`src/rtl/cache_miss_controller.sv`:
```
// Miss/store controller for a direct-mapped cache: load hits respond in the request cycle,
// misses and write-through stores stall the pipeline until memory acks or the timeout expires.
module cache_miss_controller #(
  parameter int INPUT_WIDTH    = 32,
  parameter int DATA_WIDTH     = 32,
  parameter int TIMEOUT_CYCLES = 64
) (
  input  logic                   clk,
  input  logic                   reset,
  input  logic                   req_valid,
  input  logic                   req_write,
  input  logic [INPUT_WIDTH-1:0] req_addr,
  input  logic [DATA_WIDTH-1:0]  req_wdata,
  output logic                   stall,
  output logic                   resp_valid,
  output logic [DATA_WIDTH-1:0]  resp_data,
  output logic                   resp_error,
  output logic [INPUT_WIDTH-1:0] cache_addr,
  output logic                   cache_read_write,
  output logic [DATA_WIDTH-1:0]  cache_data_in,
  output logic                   cache_valid_in,
  input  logic                   cache_hit,
  input  logic [DATA_WIDTH-1:0]  cache_data_out,
  output logic                   mem_req,
  output logic                   mem_write,
  output logic [INPUT_WIDTH-1:0] mem_addr,
  output logic [DATA_WIDTH-1:0]  mem_wdata,
  input  logic                   mem_ack,
  input  logic [DATA_WIDTH-1:0]  mem_rdata
);

  localparam int CW = $clog2(TIMEOUT_CYCLES) + 1;

  typedef enum logic [2:0] {IDLE, MEM_WAIT, FILL, RESPOND, ERROR} state_t;

  state_t                 state;
  logic [INPUT_WIDTH-1:0] lat_addr;
  logic [DATA_WIDTH-1:0]  lat_wdata;
  logic [DATA_WIDTH-1:0]  cap_data;
  logic [DATA_WIDTH-1:0]  resp_data_r;
  logic                   lat_write;
  logic                   mem_req_r;
  logic                   fill_r;
  logic                   resp_valid_r;
  logic                   resp_error_r;
  logic [CW-1:0]          tcnt;

  logic idle_act;
  logic load_hit;
  logic store_hit;
  logic accept;

  // IDLE decisions are combinational so hits cost no cycle; reset masks them.
  always_comb begin
    idle_act  = (state == IDLE) && !reset;
    load_hit  = idle_act && req_valid && !req_write && cache_hit;
    store_hit = idle_act && req_valid && req_write && cache_hit;
    accept    = idle_act && req_valid && !load_hit;
  end

  assign stall            = accept || (state == MEM_WAIT) || (state == FILL);
  assign resp_valid       = load_hit || resp_valid_r;
  assign resp_data        = load_hit ? cache_data_out : resp_data_r;
  assign resp_error       = resp_error_r;
  assign cache_addr       = (state == IDLE) ? req_addr : lat_addr;
  assign cache_read_write = store_hit || fill_r;
  assign cache_valid_in   = store_hit || fill_r;
  assign cache_data_in    = fill_r ? cap_data : (store_hit ? req_wdata : '0);
  assign mem_req          = mem_req_r;
  assign mem_write        = mem_req_r && lat_write;
  assign mem_addr         = lat_addr;
  assign mem_wdata        = lat_wdata;

  always_ff @(posedge clk) begin
    if (reset) begin
      state        <= IDLE;
      lat_addr     <= '0;
      lat_wdata    <= '0;
      lat_write    <= 1'b0;
      cap_data     <= '0;
      resp_data_r  <= '0;
      mem_req_r    <= 1'b0;
      fill_r       <= 1'b0;
      resp_valid_r <= 1'b0;
      resp_error_r <= 1'b0;
      tcnt         <= '0;
    end else begin
      fill_r       <= 1'b0;
      resp_valid_r <= 1'b0;
      resp_error_r <= 1'b0;
      resp_data_r  <= '0;
      case (state)
        IDLE: begin
          if (accept) begin
            lat_addr  <= req_addr;
            lat_write <= req_write;
            lat_wdata <= req_write ? req_wdata : '0;
            mem_req_r <= 1'b1;
            tcnt      <= '0;
            state     <= MEM_WAIT;
          end
        end
        MEM_WAIT: begin
          // An ack on the terminal-count cycle still completes normally.
          if (mem_ack) begin
            mem_req_r <= 1'b0;
            tcnt      <= '0;
            if (lat_write) begin
              resp_valid_r <= 1'b1;
              state        <= RESPOND;
            end else begin
              cap_data <= mem_rdata;
              fill_r   <= 1'b1;
              state    <= FILL;
            end
          end else if (tcnt == CW'(TIMEOUT_CYCLES - 1)) begin
            mem_req_r    <= 1'b0;
            tcnt         <= '0;
            resp_valid_r <= 1'b1;
            resp_error_r <= 1'b1;
            state        <= ERROR;
          end else begin
            tcnt <= tcnt + 1'b1;
          end
        end
        FILL: begin
          resp_valid_r <= 1'b1;
          resp_data_r  <= cap_data;
          state        <= RESPOND;
        end
        RESPOND: state <= IDLE;
        ERROR:   state <= IDLE;
        default: state <= IDLE;
      endcase
    end
  end

endmodule

```
`config.mk`:
```
export PLATFORM = sky130hd
export DESIGN_NAME = cache_miss_controller
export DESIGN_NICKNAME = d
export VERILOG_FILES = /design/src/rtl/cache_miss_controller.sv
export SDC_FILE = /design/constraint.sdc
export NUM_CORES = 1
export LEC_CHECK = 0
export BUFFER_PORTS_ARGS = -buffer_cell sky130_fd_sc_hd__clkbuf_2
export CAP_MARGIN = 20
export CORE_MARGIN = 2
export CORE_UTILIZATION = 41
export DETAILED_ROUTE_END_ITERATION = 16
export PLACE_DENSITY = 0.84
export SLEW_MARGIN = 10
export SYNTH_ARGS = -nofsm -noshare
export SYNTH_HDL_FRONTEND = slang
export SYNTH_SLANG_ARGS = --single-unit
```
`constraint.sdc`:
```
create_clock -name clk -period 2 [get_ports clk]
set_input_delay 0.5 -clock clk [delete_from_list [all_inputs] [get_ports clk]]
set_output_delay 0.5 -clock clk [all_outputs]
set_load 0.02 [all_outputs]
```
== Yosys cells after proc, flatten, opt, wreduce, memory -nomap -nowiden ==
Index checks and enable logic that the tools add are counted.

* Add/sub/neg operators: 1
* Equal/unequal tests: 5
* Multiplexer cells: 23
* Bitwise operators: 4
* Reduce and logical (&&, ||, !) cells: 25

{| class="wikitable"
|+ Operator list
! cell !! number
|-
| $mux W32 || 5
|-
| $mux W7 || 3
|-
| $pmux W7 S2 || 1
|-
| $mux W3 || 3
|-
| $pmux W3 S3 || 1
|-
| $logic_and A1 B1 Y1 || 8
|-
| $mux W1 || 8
|-
| $add A7 B1 Y7 const B || 1
|-
| $eq A7 B6 Y1 const B || 1
|-
| $reduce_and A2 Y1 || 3
|-
| $reduce_and A3 Y1 || 2
|-
| $reduce_or A3 Y1 || 2
|-
| $logic_or A1 B1 Y1 || 4
|-
| $not A1 Y1 || 4
|-
| $pmux W1 S2 || 2
|-
| $eq A3 B1 Y1 const B || 1
|-
| $eq A3 B2 Y1 const B || 1
|-
| $logic_not A1 Y1 || 3
|-
| $logic_not A3 Y1 || 1
|-
| $ne A3 B2 Y1 const B || 1
|-
| $ne A2 B2 Y1 const B || 1
|-
| $reduce_bool A2 Y1 || 1
|-
| $reduce_or A2 Y1 || 1
|}

* Register bits: 143
* Output and inout bits: 167

== Logic depth before layout (Yosys ltp) ==
Gate-level depths: netlist of the first run.

* Word-level depth: 9
* Depth in mapped cells: 8

== Least setup slack after synthesis of the first run ==
No wires, ideal clock.

* Path type: reg-to-output
* From: register state[1]
* To: output cache_valid_in
* Arrival: 1.661 ns
* Data required time: 1.500 ns
* Slack: -0.161 ns
* Stages on the path, launching flop included: 7
* Cells stage by stage: dfxtp_1 > buf_2 > nand4bb_1 > nor3_2 > clkbuf_1 > a21o_1 > buf_4

* Longest elaborated chain between the ends: 6

{| class="wikitable"
|+ RTL lines
! what !! line !! RTL
|-
| start, declared || 36 || <nowiki>state_t state;</nowiki>
|-
| start signal, assigned || 76 || <nowiki>state <= IDLE;</nowiki>
|-
| start signal, assigned || 100 || <nowiki>state <= MEM_WAIT;</nowiki>
|-
| start signal, assigned || 110 || <nowiki>state <= RESPOND;</nowiki>
|-
| $logic_not A3 Y1 || 55 || <nowiki>idle_act = (state == IDLE) && !reset;</nowiki>
|-
| $logic_and A1 B1 Y1 || 55 ||
|-
| $logic_and A1 B1 Y1 (3 in a row) || 57 || <nowiki>store_hit = idle_act && req_valid && req_write && cache_hit;</nowiki>
|-
| $logic_or A1 B1 Y1 || n/a ||
|-
| end, declared || 21 || <nowiki>output logic cache_valid_in,</nowiki>
|}

Every way passes these cells.

== Worst setup path in the final report of the first run ==
* From: register state[1]
* To: output cache_data_in[13]

* Longest elaborated chain between the ends: 7

{| class="wikitable"
|+ RTL lines
! what !! line !! RTL
|-
| $logic_not A3 Y1 || 55 ||
|-
| $logic_and A1 B1 Y1 || 55 ||
|-
| $logic_and A1 B1 Y1 (3 in a row) || 57 ||
|-
| $mux W32 (2 in a row) || 68 || <nowiki>assign cache_data_in = fill_r ? cap_data : (store_hit ? req_wdata : '0);</nowiki>
|-
| end, declared || 20 || <nowiki>output logic [DATA_WIDTH-1:0] cache_data_in,</nowiki>
|}

Every way passes these cells.

==> results of run 1 <==
## report_power, final
group          internal (mW)  leakage (nW)  total [mW]  switching (mW)
clock                   2.16         0.319        3.33            1.17
combinational           1.06          3.11        2.18            1.12
sequential              2.98          1.16        3.10           0.118
total                   6.20          4.59        8.61            2.41
## per-stage QoR
step | setup WS, ps | hold WS (ps)
global placement | -173 | 455
CTS | -471 | 286
floorplan | -41.4 | 445
finish | -503 | 304
detailed placement | -212 | 461
global route | -574 | 296
## cell families (layout without fill, tap and decap cells)
kind of cell,after synthesis,after routing
xor gates and xnor gates,2,2
muxes,65,65
DFF,143,143
AOI/OAI and AO/OA,149,149
and+or+nand+nor,237,237
adders and majority gates,1,1
buffers and inverters,56,390
## metal layers
layer	GRT usage, %	up-vias
met3	6.40	66
met4	11.1	0
met2	45.7	322
li1	-	2902
met5	0	-
met1	28.5	2946
## flip-flops by register name, indices dropped and copies added, names as in the netlist
signal        cells
tcnt              7
state             3
mem_wdata        32
mem_req           1
mem_addr         32
resp_valid_r      1
lat_write         1
resp_data_r      32
fill_r            1
resp_error        1
cap_data         32
## final timing paths
check,from,end,slack [ps],cells past startpoint
setup / recovery,state[1],cache_data_in[13],-500,7
hold / removal,mem_rdata[9],cap_data[9],300,3
setup reg to reg,state[1],cap_data[24],90,7
hold reg to reg,mem_addr[23],mem_addr[23],470,2
## placed cells by master, fill, tap and decap left out, drive strengths merged, types with 2 or more instances in the layout
| cell | instances |
|---|---|
| o21ai | 6 |
| nor3b | 2 |
| nor4 | 2 |
| a21oi | 70 |
| xor2 | 2 |
| nand3 | 4 |
| mux2 | 64 |
| a22oi | 33 |
| inv | 2 |
| a22o | 32 |
| buf | 132 |
| a21o | 2 |
| nand2 | 135 |
| and3b | 2 |
| nor2 | 40 |
| and2 | 33 |
| clkbuf | 248 |
| nor3 | 4 |
| dfxtp | 143 |
| clkinv | 5 |
| nand2b | 3 |
| or3 | 4 |
| bufinv | 3 |
## tightest hold or removal path, stage by stage
cell	delay, ps
sky130_fd_sc_hd__clkbuf_2	80
sky130_fd_sc_hd__nand2_1	40
sky130_fd_sc_hd__a21oi_1	50
## layout make-up
| class | count | share of cell area, % |
|---|---|---|
| clock buffer | 23 | 5.19 |
| inverter | 1 | 0.0383 |
| multi-input combinational | 454 | 32.8 |
| sequential | 143 | 29.4 |
| tap | 184 | 2.35 |
| timing repair buffer | 357 | 29.0 |
| clock inverter | 9 | 1.30 |
## repair_timing
item / 4_1_cts / 5_1_grt
endpoints found under the hold margin: 0 / 0
setup buffers: 9 / 10
setup endpoints to repair: 100 / 100
gates cloned: 3 / 6
gates resized for setup: 105 / 171
pin swaps: 3 / 8
==> impl_metrics.json, run 1 <==
{
  "result_of_the_run": "finished, violations left",
  "violations_in_the_final_reports": "setup timing",
  "yosys.cell_count.top_type": "sky130_fd_sc_hd__dfxtp_1",
  "post_synth_most_frequent_cells": "sky130_fd_sc_hd__dfxtp_1, sky130_fd_sc_hd__nand2_1, sky130_fd_sc_hd__a21oi_1, sky130_fd_sc_hd__mux2_2, sky130_fd_sc_hd__nor2_1",
  "post_synth_inst_count": 653,
  "cpPeakStageDelay_ps": 360,
  "synth_compound_area_share_pct": 16.5,
  "cell_taking_the_most_area_after_synthesis": "sky130_fd_sc_hd__dfxtp_1",
  "cts-buffers-inserted": 17,
  "placed_area_mm2": 0.00806,
  "synth_simple_gate_area_share_pct": 18.1,
  "holdCritPathClass": "input pin to flop",
  "io_pins": 301,
  "layout-drive-gt1-share_pct": 50.7,
  "global_placement_routability_congestion": 0.863,
  "drt_first_iter_violations": 448,
  "synthesis.yosys.warnings": 0,
  "netlist.area_leader.share_pct": 48.2,
  "sequential_cell_area_fraction_in_the_yosys_report_pct": 48.2,
  "tritoncts": "built",
  "grt.total_usage_pct": 25.5,
  "final-max-slew-violation-count": 0,
  "synth-xor-area-share_pct": 0.295,
  "num-nets-final": 1109,
  "finalHoldViolations": 0,
  "worst_path_max_delay_cell": "sky130_fd_sc_hd__dfxtp_4",
  "first_pass_iters": 7,
  "area_growth_pct": 64.7,
  "grt_antenna_before_repair": 0,
  "fin_skew_ps": 5.17,
  "synth.ff_latch_count": 143,
  "wirelength_um": 22100,
  "synth.avg_cell_area_um2": 9.10,
  "timing.fmax_mhz": 399,
  "multiInputGateArea_mm2": 0.00321,
  "crit_buf_inv": 3,
  "synth-adder-area-share_pct": 0.210,
  "synth.lib_cells_used.distinct": 42,
  "floorplan.initialDensity_pct": 41.4,
  "critical_path_peak_fanout": 7,
  "max_cap_viol_count": 0,
  "wire_length_of_the_first_global_routing_pass_um": 31500,
  "timing.critical_path.mode_cell": "sky130_fd_sc_hd__buf_6",
  "ctsHtreeMaxLevel": 4,
  "die_x_um": 124,
  "critical_path.endpoint_type": "output pin",
  "numPortBuffers": 300,
  "ys.flop_type": "sky130_fd_sc_hd__dfxtp_1",
  "max-vdd-ir-drop_mv": 0.611,
  "cts_hold_buf": 0,
  "slew_headroom_pct": 59.0,
  "synth_top_family_by_area": "simple AND/OR/NAND/NOR gates",
  "setup_violations": 100,
  "fillers": 1032,
  "synthMuxAreaShare_pct": 12.3,
  "post-route-util_pct": 68.2,
  "list_of_cells_traversed_by_the_critical_path": "nand4bb_4 -> nor3_4 -> and3b_2 -> buf_6 -> clkbuf_16 -> a22o_4 -> buf_6",
  "clock_sinks": 143,
  "detail_route.vias_per_cell": 5.33,
  "met2_routed_length_um": 11500,
  "ys_async_sr_fraction_pct": 0,
  "detail_route.wl_per_cell_um": 18.9,
  "design.die.area_mm2": 0.0155,
  "die_h_um": 124,
  "period_share_pct": 125,
  "dr_wl_met3_um": 1590,
  "num_antenna_cells": 0,
  "drcViolationCount": 0,
  "synth_enable_flop_cells": 0,
  "p_total_mw": 8.61,
  "clkTransAtPathRegs_ps": 60,
  "cellLeakagePower_nw": 4.59,
  "dr.max_layer_used": "met4",
  "post-route-cell-area_mm2": 0.00979,
  "total_overflow_reported_by_the_global_router": 0,
  "timing.critical_path.max_delay_family": "simple AND/OR/NAND/NOR gates",
  "core.rowCount": 44,
  "path_class": "flop to output pin",
  "rsz0062_at_grt": "true",
  "final-instance-count-excl-fill": 1171,
  "mappedNetlistNets": 788,
  "totalNegativeSetupSlack_ps": -37750,
  "seq_area_mm2": 0.00288,
  "worstSkewPairLatency_ps": 410,
  "cellPowerDensity_mw_per_mm2": 880,
  "worst_pin_slew_ps": 615,
  "finalWorstPathRequiredPeriod_ps": 2500,
  "pin_count_of_the_biggest_net_entering_global_routing": 59,
  "crit_required_ps": 1500,
  "wl_met1_um": 8250,
  "synth_area_leaders": "sky130_fd_sc_hd__dfxtp_1, sky130_fd_sc_hd__mux2_2, sky130_fd_sc_hd__nand2_1",
  "critPathLaunchType": "flop",
  "dp_hpwl_um": 13400,
  "route.antenna.remaining_nets": 0,
  "core-area_mm2": 0.0144,
  "mappedNetlistArea_mm2": 0.00594,
  "root_buffer": "sky130_fd_sc_hd__clkbuf_16",
  "num_vias": 6236,
  "postLayoutSetupSlackWorst_ps": -503,
  "critical_path_arrival_ps": 2000,
  "grt_pass1_vias": 5925,
  "placed_instances": 1114,
  "clock_path_buffers": 2
}
(Power assumes the default switching activity.)
==> inputs of run 2 (changes only) <==
==> config.mk (replaced) <==
export PLATFORM = sky130hd
export DESIGN_NAME = cache_miss_controller
export DESIGN_NICKNAME = d
export VERILOG_FILES = /design/src/rtl/cache_miss_controller.sv
export SDC_FILE = /design/constraint.sdc
export NUM_CORES = 1
export LEC_CHECK = 0
export CAP_MARGIN = 20
export CORE_AREA = 2 2 117 119
export DETAILED_ROUTE_END_ITERATION = 16
export DIE_AREA = 0 0 119 121
export DONT_BUFFER_PORTS = 1
export PLACE_DENSITY = 0.7
export SLEW_MARGIN = 10
export SYNTH_ARGS = -nofsm -noshare
export SYNTH_HDL_FRONTEND = slang
export SYNTH_SLANG_ARGS = --single-unit
==> run 2 against run 1 <==
The flow still finishes with violations (setup timing). Routed wire length fell by 13%. Clock skew rose by 0.67 ps. Final cell count fell by 27%. Critical path depth fell by 2. Fmax rose by 6.1%. Combinational power fell by 28%. Register-to-register slack improved by 20 ps. Critical path type unchanged. Die area fell by 7.0%. Critical endpoint is now resp_data[3]. Via count fell by 20%.
==> impl_metrics.json, run 2 (synthesis results as in run 1) <==
{
  "result_of_the_run": "finished, violations left",
  "violations_in_the_final_reports": "setup timing",
  "postLayoutSetupSlackWorst_ps": -359,
  "area_growth_pct": 27.2,
  "grt.total_usage_pct": 25.6,
  "most_common_cell_after_layout_fill_and_taps_aside": "sky130_fd_sc_hd__dfxtp_1",
  "period_share_pct": 118,
  "floorplan.initialDensity_pct": 45.4,
  "core-area_mm2": 0.0131,
  "drcViolationCount": 0,
  "num_vias": 4984,
  "first_pass_iters": 5,
  "dp_hpwl_um": 12900,
  "cellPowerDensity_mw_per_mm2": 1050,
  "critical_path.endpoint_type": "output pin",
  "total_overflow_reported_by_the_global_router": 0,
  "tritoncts": "built",
  "cts_hold_buf": 0,
  "critical_path_peak_fanout": 33,
  "fin_skew_ps": 5.84,
  "layout-drive-gt1-share_pct": 27.8,
  "detail_route.wl_per_cell_um": 22.6,
  "min_from": "reset",
  "post-route-util_pct": 57.8,
  "path_class": "flop to output pin",
  "post-route-cell-area_mm2": 0.00756,
  "worst-r2r-setup-slack_ps": 110,
  "cpPeakStageDelay_ps": 360,
  "clock_path_buffers": 2,
  "timing.fmax_mhz": 424,
  "list_of_cells_traversed_by_the_critical_path": "buf_4 -> nor3b_4 -> nand4b_1 -> buf_12 -> mux2_4",
  "holdCritPathClass": "input pin to flop",
  "timing.critical_path.max_delay_family": "simple AND/OR/NAND/NOR gates",
  "worst_pin_slew_ps": 417,
  "finalHoldViolations": 0,
  "critPathLaunchType": "flop",
  "clkTransAtPathRegs_ps": 60,
  "crit_required_ps": 1500,
  "finalWorstPathRequiredPeriod_ps": 2360,
  "setup_violations": 100,
  "worst_path_max_delay_cell": "sky130_fd_sc_hd__mux2_4",
  "hold_path_endpoint": "cap_data[31]",
  "wire_length_of_the_first_global_routing_pass_um": 28200,
  "route.antenna.remaining_nets": 0,
  "grt_pass1_vias": 5096,
  "rsz0062_at_grt": "true",
  "worstSkewPairLatency_ps": 410,
  "placed_area_mm2": 0.00647,
  "slew_headroom_pct": 71.8,
  "clock_sinks": 143,
  "grt_antenna_before_repair": 1,
  "min_delay_path_depth": 1,
  "die_x_um": 119,
  "final-max-slew-violation-count": 0,
  "p_total_mw": 7.93,
  "fillers": 1068,
  "root_buffer": "sky130_fd_sc_hd__clkbuf_16",
  "critical_path_arrival_ps": 1860,
  "cellLeakagePower_nw": 3.12,
  "max_cap_viol_count": 0,
  "detail_route.vias_per_cell": 5.84,
  "rr_worst_depth": 7,
  "crit_buf_inv": 2,
  "drt_first_iter_violations": 359,
  "io_pins": 301,
  "die_h_um": 121,
  "layout.cells.most_common_list": "sky130_fd_sc_hd__dfxtp_1, sky130_fd_sc_hd__nand2_1, sky130_fd_sc_hd__a21oi_1",
  "global_placement_routability_congestion": 0.876,
  "core.rowCount": 42,
  "num-nets-final": 799,
  "cts-buffers-inserted": 17,
  "r2r_end": "cap_data[2]",
  "design.die.area_mm2": 0.0144,
  "reg2reg_from": "state[1]",
  "wirelength_um": 19200,
  "pin_count_of_the_biggest_net_entering_global_routing": 112,
  "max-vdd-ir-drop_mv": 0.673,
  "numPortBuffers": 0,
  "ctsHtreeMaxLevel": 4
}
## run 2: cell type report
cell class / count / area, µm² / area share (%)
clock inverters: 11 / 140 / 1.85
clock buffers: 20 / 457 / 6.04
well taps: 176 / 220 / 2.91
multi-input cells: 455 / 3320 / 43.9
repair buffers: 46 / 548 / 7.25
inverters: 1 / 3.75 / 0.0496
flip-flops and latches: 143 / 2870 / 38.0
diodes: 1 / 2.50 / 0.0331
## run 2: worst max path at each step
stage / start / endpoint / slack (ps) / cells after the start
finish: state[1] / resp_data[3] / -360 / 5
global route: state[1] / cache_data_in[27] / -410 / 6
CTS: state[1] / cache_data_in[17] / -410 / 6
detailed placement: state[1] / stall / 20 / 5
global placement: req_valid / resp_data[13] / 50 / 4
floorplan: state[1] / cache_valid_in / -40 / 6
## run 2: power breakdown
part	switching [mW]	internal [mW]	leakage [nW]
clock	1.14	2.01	0.295
combinational	0.854	0.730	1.66
sequential	0.209	2.98	1.16
## run 2: per-layer routing
layer / wire (µm) / track usage (%) / vias to the layer above
met2: 10200 / 46.4 / 268
met1: 6960 / 26.4 / 2390
met5: 0 / 0 / -
li1: - / - / 2287
met4: 507 / 12.1 / 0
met3: 1570 / 8.79 / 39
## run 2: stage by stage
stage / setup WS (ps) / instances / setup TNS [ps] / hold slack [ps]
after floorplan: -41.4 / 653 / -1630 / 445
after global placement: 51.9 / 802 / 0 / 451
after detailed placement: 18.1 / 802 / 0 / 458
after CTS: -407 / 846 / -35770 / 136
after global routing: -415 / 853 / -34990 / 133
final: -359 / 853 / -28780 / 153
## run 2: worst register-to-register path: stages, from the launching register on
cell                      delay, ps
sky130_fd_sc_hd__dfxtp_4        340
sky130_fd_sc_hd__buf_4          140
sky130_fd_sc_hd__buf_6          130
sky130_fd_sc_hd__or3b_1         390
sky130_fd_sc_hd__or3_1          370
sky130_fd_sc_hd__buf_4          230
sky130_fd_sc_hd__nand2_1        110
sky130_fd_sc_hd__a21oi_1         60
## run 2: repair_timing
item                                    in CTS  in global routing
buffers inserted                            10                  7
pin swaps                                    7                  8
gates cloned                                 5                  2
gates resized for setup                     53                  7
endpoints found under the setup margin     100                132
==> inputs of run 3 (changes only) <==
--- a/config.mk
+++ b/config.mk
@@ -10,7 +10,9 @@
 export DETAILED_ROUTE_END_ITERATION = 16
 export DIE_AREA = 0 0 119 121
 export DONT_BUFFER_PORTS = 1
+export GPL_TIMING_DRIVEN = 0
 export PLACE_DENSITY = 0.7
+export REMOVE_ABC_BUFFERS = 1
 export SLEW_MARGIN = 10
 export SYNTH_ARGS = -nofsm -noshare
 export SYNTH_HDL_FRONTEND = slang
==> run 3 against run 2 <==
The flow still finishes with violations (setup timing). Hold slack worse by 3.2 ps. Worst setup slack got worse by 130 ps. Final cell count up 0.12%. Clock power increased by 3%. Clock-buffer cell count increased by 1. Utilization rose by 1.2 points. Highest routed layer unchanged. Combinational power hardly changed. Global-route usage fell by 0.15 points. Fmax shrank 5.1%. Critical path type unchanged.
==> impl_metrics.json, run 3 (synthesis results as in run 1) <==
{
  "critPathLaunchType": "flop",
  "fin_skew_ps": 6.61,
  "core-area_mm2": 0.0131,
  "worstSkewPairLatency_ps": 420,
  "wirelength_um": 19700,
  "post-route-cell-area_mm2": 0.00772,
  "num_vias": 5061,
  "tritoncts": "built",
  "place_ws_ps": -1010,
  "root_buffer": "sky130_fd_sc_hd__clkbuf_16",
  "die_h_um": 121,
  "ctsHtreeMaxLevel": 4,
  "final-max-slew-violation-count": 0,
  "route.antenna.remaining_nets": 0,
  "global_placement_routability_congestion": 0.841,
  "cellPowerDensity_mw_per_mm2": 1040,
  "num-nets-final": 800,
  "path_class": "flop to output pin",
  "drt_first_iter_violations": 316,
  "detail_route.wl_per_cell_um": 23.0,
  "drcViolationCount": 0,
  "dp_hpwl_um": 11900,
  "design.die.area_mm2": 0.0144,
  "violations_in_the_final_reports": "setup timing",
  "setup_violations": 99,
  "clock_path_buffers": 2,
  "detail_route.vias_per_cell": 5.93,
  "area_growth_pct": 29.9,
  "crit_required_ps": 1500,
  "total_overflow_reported_by_the_global_router": 0,
  "clkTransAtPathRegs_ps": 60,
  "postLayoutSetupSlackWorst_ps": -486,
  "final-instance-count-excl-fill": 854,
  "max-vdd-ir-drop_mv": 0.776,
  "worst_hold_slack_ps": 150,
  "layout-drive-gt1-share_pct": 28.8,
  "post-route-util_pct": 59.0,
  "p_total_mw": 8.00,
  "worst_pin_slew_ps": 736,
  "critical_path_arrival_ps": 1990,
  "holdCritPathClass": "input pin to flop",
  "critical_path_peak_fanout": 8,
  "first_pass_iters": 5,
  "wire_length_of_the_first_global_routing_pass_um": 27700,
  "io_pins": 301,
  "core.rowCount": 42,
  "period_share_pct": 124,
  "result_of_the_run": "finished, violations left",
  "placed_instances": 784,
  "placed_area_mm2": 0.00610,
  "finalHoldViolations": 0,
  "pin_count_of_the_biggest_net_entering_global_routing": 112,
  "rsz0062_at_grt": "true",
  "die_x_um": 119,
  "numPortBuffers": 0,
  "floorplan.initialDensity_pct": 45.4,
  "grt_pass1_vias": 4966,
  "cts_hold_buf": 0,
  "grt.total_usage_pct": 25.4,
  "max_cap_viol_count": 0,
  "cellLeakagePower_nw": 3.16,
  "cts-buffers-inserted": 17,
  "clock_sinks": 143,
  "most_common_cell_after_layout_fill_and_taps_aside": "sky130_fd_sc_hd__dfxtp_1",
  "finalWorstPathRequiredPeriod_ps": 2490,
  "timing.fmax_mhz": 402,
  "layout.cells.most_common_list": "sky130_fd_sc_hd__dfxtp_1, sky130_fd_sc_hd__nand2_1, sky130_fd_sc_hd__a21oi_1",
  "grt_antenna_before_repair": 1,
  "critical_path.endpoint_type": "output pin",
  "slew_headroom_pct": 50.9,
  "totalNegativeSetupSlack_ps": -38330
}
==> run 3: routing by layer <==
layer | vias to the layer above | track usage (%) | wire (µm)
met5 | - | 0 | 0
met4 | 0 | 11.5 | 598
met3 | 41 | 10.8 | 1970
met2 | 304 | 44.6 | 10000
met1 | 2424 | 26.5 | 7070
li1 | 2292 | - | -
==> run 3: where the power goes <==
group          switching, mW  internal [mW]  total [mW]
clock                   1.20           2.05        3.24
sequential             0.217           2.98        3.20
combinational          0.841          0.717        1.56
==> run 3: critical path, cell delays in order (launching register included) <==
cell and delay, ps:
sky130_fd_sc_hd__dfxtp_4 350, sky130_fd_sc_hd__nor3b_4 190, sky130_fd_sc_hd__nand4b_1 280, sky130_fd_sc_hd__buf_6 250, sky130_fd_sc_hd__buf_12 150, sky130_fd_sc_hd__mux2_4 340
==> run 3: worst paths after layout <==
check                from            to  slack, ps  cells past startpoint
max reg2reg      state[0]   cap_data[1]         50                      6
min                 reset  mem_addr[14]        150                      1
max              state[1]  resp_data[3]       -490                      5
min reg2reg  cap_data[29]  cap_data[29]        470                      2
==> run 3: layout make-up <==
cell class                      instances  area (µm²)
Antenna cell                            1        2.50
Clock buffer                           21         470
Clock inverter                         10         136
Fill cell                            1048        5360
Inverter                                1        3.75
Multi-Input combinational cell        455        3370
Sequential cell                       143        2880
Tap cell                              176         220
Timing Repair Buffer                   47         646
==> run 3: what timing repair did <==
item	in CTS	in global routing
cloned	4	4
pin swaps	11	11
buffers inserted	21	12
resized for setup	121	9
setup endpoints to repair	188	109
